`config.mk`:
```
export PLATFORM = sky130hd
export DESIGN_NAME = serial_adder_ctrl
export DESIGN_NICKNAME = d
export VERILOG_FILES = /design/src/rtl/serial_adder_pkg.sv /design/src/rtl/full_adder_bit.sv /design/src/rtl/serial_adder_ctrl.sv
export SDC_FILE = /design/constraint.sdc
export NUM_CORES = 1
export LEC_CHECK = 0
export CAP_MARGIN = 20
export CORE_MARGIN = 8
export CORE_UTILIZATION = 40
export CTS_CLUSTER_DIAMETER = 100
export CTS_CLUSTER_SIZE = 10
export DETAILED_ROUTE_END_ITERATION = 8
export DONT_BUFFER_PORTS = 1
export PLACE_DENSITY = 0.52
export RECOVER_POWER = 100
export SLEW_MARGIN = 20
export SYNTH_ARGS = -nofsm -noshare
export SYNTH_HDL_FRONTEND = slang
export SYNTH_SLANG_ARGS = --single-unit
```
`constraint.sdc`:
```
create_clock -name clk -period 3 [get_ports clk]
set_input_delay 0.6 -clock clk [delete_from_list [all_inputs] [get_ports clk]]
set_output_delay 0.6 -clock clk [all_outputs]
set_load 0.1 [all_outputs]
```
`src/rtl/serial_adder_pkg.sv`:
```
// Shared constants for the bit-serial adder controller: FSM encodings and default width.
package serial_adder_pkg;

  localparam int DEFAULT_WIDTH = 8;

  localparam logic [1:0] IDLE = 2'b00;
  localparam logic [1:0] RUN  = 2'b01;
  localparam logic [1:0] DONE = 2'b10;

endpackage

```
`src/rtl/full_adder_bit.sv`:
```
// One-bit full adder built from two half adders; the only arithmetic primitive
// used by the serial adder controller.
module half_adder (
  input  logic x,
  input  logic y,
  output logic s,
  output logic c
);

  assign s = x ^ y;
  assign c = x & y;

endmodule

module full_adder_bit (
  input  logic a,
  input  logic b,
  input  logic cin,
  output logic s,
  output logic cout
);

  logic s0;
  logic c0;
  logic c1;

  half_adder u_ha0 (.x(a),  .y(b),   .s(s0), .c(c0));
  half_adder u_ha1 (.x(s0), .y(cin), .s(s),  .c(c1));

  assign cout = c0 | c1;

endmodule

```
`src/rtl/serial_adder_ctrl.sv`:
```
// Bit-serial unsigned adder: latches two operands, adds one bit per cycle LSB
// first, then publishes {cout, sum} with a single-cycle done pulse.
module serial_adder_ctrl
  import serial_adder_pkg::*;
#(
  parameter int WIDTH = DEFAULT_WIDTH
) (
  input  logic             clk,
  input  logic             rst_n,
  input  logic             start,
  input  logic [WIDTH-1:0] a,
  input  logic [WIDTH-1:0] b,
  output logic             busy,
  output logic             done,
  output logic [WIDTH-1:0] sum,
  output logic             cout
);

  localparam int             CW   = $clog2(WIDTH);
  localparam logic [CW-1:0]  LAST = CW'(WIDTH - 1);

  logic [1:0]       state;
  logic [1:0]       state_next;
  logic [WIDTH-1:0] a_sh;
  logic [WIDTH-1:0] b_sh;
  logic [WIDTH-1:0] res_sh;
  logic [WIDTH-1:0] res_next;
  logic             carry;
  logic [CW-1:0]    cnt;
  logic [CW-1:0]    cnt_inc;
  logic [CW:0]      inc_c;
  logic             cnt_wrap_unused;
  logic             fa_s;
  logic             fa_c;

  full_adder_bit u_fa (
    .a    (a_sh[0]),
    .b    (b_sh[0]),
    .cin  (carry),
    .s    (fa_s),
    .cout (fa_c)
  );

  // Counter increment is a ripple of full adders with a constant carry-in,
  // so the datapath stays free of '+'.
  assign inc_c[0] = 1'b1;
  for (genvar i = 0; i < CW; i++) begin : g_cnt_inc
    full_adder_bit u_inc (
      .a    (cnt[i]),
      .b    (1'b0),
      .cin  (inc_c[i]),
      .s    (cnt_inc[i]),
      .cout (inc_c[i+1])
    );
  end
  assign cnt_wrap_unused = inc_c[CW];

  assign res_next = {fa_s, res_sh[WIDTH-1:1]};

  always_comb begin
    state_next = IDLE;
    case (state)
      IDLE:    state_next = start ? RUN : IDLE;
      RUN:     state_next = (cnt == LAST) ? DONE : RUN;
      DONE:    state_next = start ? RUN : IDLE;
      default: state_next = IDLE;
    endcase
  end

  // busy/done are registered from the next-state decode so outputs come straight from flops.
  always_ff @(posedge clk) begin
    if (!rst_n) begin
      state  <= IDLE;
      busy   <= 1'b0;
      done   <= 1'b0;
      sum    <= '0;
      cout   <= 1'b0;
      a_sh   <= '0;
      b_sh   <= '0;
      res_sh <= '0;
      carry  <= 1'b0;
      cnt    <= '0;
    end else begin
      state <= state_next;
      busy  <= (state_next == RUN);
      done  <= (state_next == DONE);
      case (state)
        IDLE, DONE: begin
          if (start) begin
            a_sh   <= a;
            b_sh   <= b;
            res_sh <= '0;
            carry  <= 1'b0;
            cnt    <= '0;
          end
        end
        RUN: begin
          a_sh   <= {1'b0, a_sh[WIDTH-1:1]};
          b_sh   <= {1'b0, b_sh[WIDTH-1:1]};
          res_sh <= res_next;
          carry  <= fa_c;
          cnt    <= cnt_inc;
          if (cnt == LAST) begin
            sum  <= res_next;
            cout <= fa_c;
          end
        end
        default: ;
      endcase
    end
  end

endmodule

```
[Yosys cells after proc, flatten, opt, wreduce, memory -nomap -nowiden]
Index checks and enable logic that the tools add are counted.
Operators by class
  equality and inequality tests: 6
  mux-type cells: 13
  bitwise operators: 9
  reductions and logical operators: 5
Operators by type and width (number)
  case mux 8 bit (2 select lines): 3
  2-to-1 mux 8 bit: 3
  case mux 3 bit (2 select lines): 1
  == test 2 x 1 -> 1 bit (second input constant): 2
  == test 2 bit (second input constant): 2
  case mux 2 bit (2 select lines): 1
  AND reduction 2 bit: 2
  bitwise XOR 1 bit: 4
  AND 1 bit: 3
  == test 3 bit (second input constant): 1
  2-to-1 mux 3 bit: 1
  logical NOT 2 bit: 1
  2-to-1 mux 1 bit: 2
  2-to-1 mux 2 bit: 1
  != test 2 x 1 -> 1 bit (second input constant): 1
  case mux 1 bit (2 select lines): 1
  nonzero test 2 bit: 1
  OR reduction 2 bit: 1
  NOT 1 bit: 1
  bitwise OR 1 bit: 1
Word-level totals
  bits in registers: 41
  input bits: 19
  output and inout port bits: 11
  word-level logic and storage cells: 43

[Depth between registers and ports, before layout]
  depth in word-level cells: 4
  gate-level depth with buffers: 5
  mapped depth without buffers: 5

[Cells and area by module]
Synthesis repeated with hierarchy kept, for this count alone.
Unflattened totals
  cells, all modules: 190
  area total of the unflattened synthesis: 2039.5 um2
Modules (own cells, without submodules)
  serial_adder_ctrl: times used 1, cells each 178, area an instance 1914.3 um2, sequential area each 800.8 um2
  half_adder: times used 8, cells each 1, area an instance 12.5 um2, sequential area each 0.0 um2
  full_adder_bit: times used 4, cells each 1, area an instance 6.3 um2, sequential area each 0.0 um2

[Worst setup path before layout]
Ideal clock, no wire load.
  path kind: register -> output
  start: register cout
  end: output port cout
  arrival: 924 ps
  setup slack: 1476 ps
  stages on the path, launching flop included: 1
  path buffers: 0
  cell sequence: dfxtp_1
RTL lines
  start, declared: line serial_adder_ctrl.sv:16  | output logic cout
  start signal, assigned: line serial_adder_ctrl.sv:77  | cout <= 1'b0;
  start signal, assigned: line serial_adder_ctrl.sv:105  | cout <= fa_c;
No word-level cell between the ends.

[Worst setup path in the final report]
  start: register sum[0]
  end: output port sum[0]
RTL lines
  start, declared: line serial_adder_ctrl.sv:15  | output logic [WIDTH-1:0] sum,
  start signal, assigned: line serial_adder_ctrl.sv:104  | sum <= res_next;
No word-level cell between the ends.

==> impl_metrics.toml <==
[synth]
synth_area_leaders = "dfxtp_1 (49%), nand2_1 (11%), a21boi_0 (6.9%), nand3_1 (6.4%), a31oi_1 (5.4%)"
syn_area_um2 = 1630
yosysWarnings = 0
ys_types = 23
synth_edf_count = 0
synthSimpleGateAreaFrac_pct = 21.9
synth_area_leader_cell = "dfxtp_1"
synth_compound_area_share_pct = 20.1
ys_seq_area_share_pct = 49.1
netlist_instances = 192
post_synth.cell_area_avg_um2 = 8.50
yosysTopAreaCellShare_pct = 49.1
synth_commonest_cells = "nand2_1 (49), dfxtp_1 (40), nand3_1 (21), a21boi_0 (15), o21ai_0 (15)"
synth_xor_area_share_pct = 0
yosysMostFrequentCell = "nand2_1"
synth_seq_cells = 40
ys.flop_type = "dfxtp_1"
synth_top_family_by_area = "simple AND/OR/NAND/NOR gates"
synthMuxAreaShare_pct = 0
synth-async-reset-ratio_pct = 0
syn_nets = 214
synth-adder-area-share_pct = 2.76

[final_layout]
num-nets-final = 208
drive_gt1_share_pct = 6.42
diodes = 0
finalNonFillerCells = 237
syn2layout_area_growth_pct = 5.44
fin_util_pct = 43.3

[routing]
drt-total-wl_um = 3230
drc_errors = 0
wl_per_cell_um = 13.6
ant_nets = 0
drt_pass1_iterations = 4
first_iter_violations = 90
vias = 1231
highest_layer = "met4"
wl_met3_um = 307
drt-met1-wl_um = 1460
dr_wl_met2_um = 1410
viasPerCell = 5.19

[die]
fp.dieW_um = 79.9
die_area_um2 = 6380
io_pins = 30
core-area_um2 = 3970
fp-row-count = 23
die_h_um = 79.9
floorplan.initialDensity_pct = 41.1

[power_and_ir_drop]
vdd_drop_max_mv = 0.242
switching_power_mw = 0.249
power.share.clock_pct = 35.2
combPwrFrac_pct = 8.3
leakage_nw = 0.604
p_int_mw = 0.772
switching_share_pct = 24.4
power_frac_seq_pct = 56.6
power_density_nw_per_um2 = 593

[placed_design]
hpwl_um = 2200
placed_cells = 229
port_buffers = 0
finalWeightedCongestion = 0.690

[clocking]
cts_buffers = 5
cts_tree = "built"
clk_pin_slew_ns = 0.07
cts_setup_buffers = 0
clock-root-buffer = "clkbuf_8"
cts_hold_buf = 0
htreeDepth = 2
clkSinkCount = 40
cts.path.max_buffers = 2
clock_latency_ns = 0.29
cts_resized = 0

[sta]
setup_viol = 0
tightest_slew_ns = 1.02
rsz0062_at_grt = "false"
maxSlewViolCount = 0
relSlewSlack_pct = 31.7
fmax_ghz = 0.539
period_share_pct = 61.9
fin_skew_ns = 0.00352
finalCriticalPeriod_ns = 1.86
tns_ns = 0
hold_violations = 0

[worst_setup_path]
path_max_fanout = 2
cp.required_ns = 2.40
arrival_ns = 1.26
critical_path_class = "reg2out"
end_kind = "primary output"
cp-start-kind = "register"

[global_route]
grt_pass1_wl_um = 5420
track_usage_pct = 10.6
grt_pass1_vias = 1230
grt_max_degree = 41
grt_antenna_before_repair = 0
overflow = 0

[job]
maxCapViolCount = 0

[status]
outcome = "finished, final reports clean"

[hold_path]
hold_path_class = "in2reg"
[through the flow]
| stage | hold WS, ns | worst slack, ns | power (mW) | area [um2] |
|---|---|---|---|---|
| finish | 0.443 | 1.14 | 1.02 | 1720 |
| global route | 0.419 | 1.01 | 1.08 | 1720 |
| floorplan | 0.444 | 1.48 | 0.668 | 1630 |
| CTS | 0.427 | 1.12 | 1.04 | 1720 |
| detailed placement | 0.459 | 1.06 | 0.675 | 1630 |
| global placement | 0.455 | 1.15 | 0.671 | 1620 |
[state kept, by name, summed over array words and instances, names as in the netlist]
register  flops
cout          1
state         2
sum           8
res_sh        7
done          1
a_sh          8
busy          1
carry         1
b_sh          8
cnt           3
[layout make-up]
class                   instances  area [um2]
fillers                       412        2250
flip-flops and latches         40         801
multi-input cells             135         731
clock buffers                   6        82.6
well taps                      50        62.6
repair buffers                  4        33.8
clock inverters                 2        10.0
[layout by cell type, fill, tap and decap left out, types with 3 or more instances in the layout]
cell type  count
a21boi_0      21
nand2_1       49
nand3_1       21
buf_4          3
a31oi_1       14
dfxtp_1       40
o21ai_0       15
clkbuf_8       6
and3_1         3
[routing by layer]
| layer | up-vias | GRT usage [%] |
|---|---|---|
| met5 | - | 0 |
| met4 | 0 | 5.45 |
| met3 | 7 | 5.74 |
| met2 | 32 | 15.6 |
| met1 | 551 | 12.2 |
| li1 | 641 | - |
[power by group through the flow]
stage	registers, mW	clock network (mW)	logic, mW
after floorplan	0.586	0	0.0821
after global placement	0.589	0	0.0819
after detailed placement	0.590	0	0.0852
after CTS	0.577	0.375	0.0856
after global routing	0.581	0.402	0.0969
final	0.578	0.359	0.0842
[cells by family (layout without fill, tap and decap cells)]
logic type,Yosys count,after routing
flip-flops,40,40
AND/OR/NAND/NOR,81,81
AO/OA/AOI/OAI,51,51
buffers and inverters,17,12
adder cells (fa/ha/maj),3,3
[final timing paths]
| check | slack (ns) | cells after the start | start | end |
|---|---|---|---|---|
| max | 1.14 | 0 | sum[0] | sum[0] |
| min | 0.44 | 1 | rst_n | cnt[0] |
| max reg2reg | 1.17 | 3 | state[0] | state[0] |
| min reg2reg | 0.47 | 2 | b_sh[1] | b_sh[1] |
Note: power is estimated with default switching activity, not from simulation.
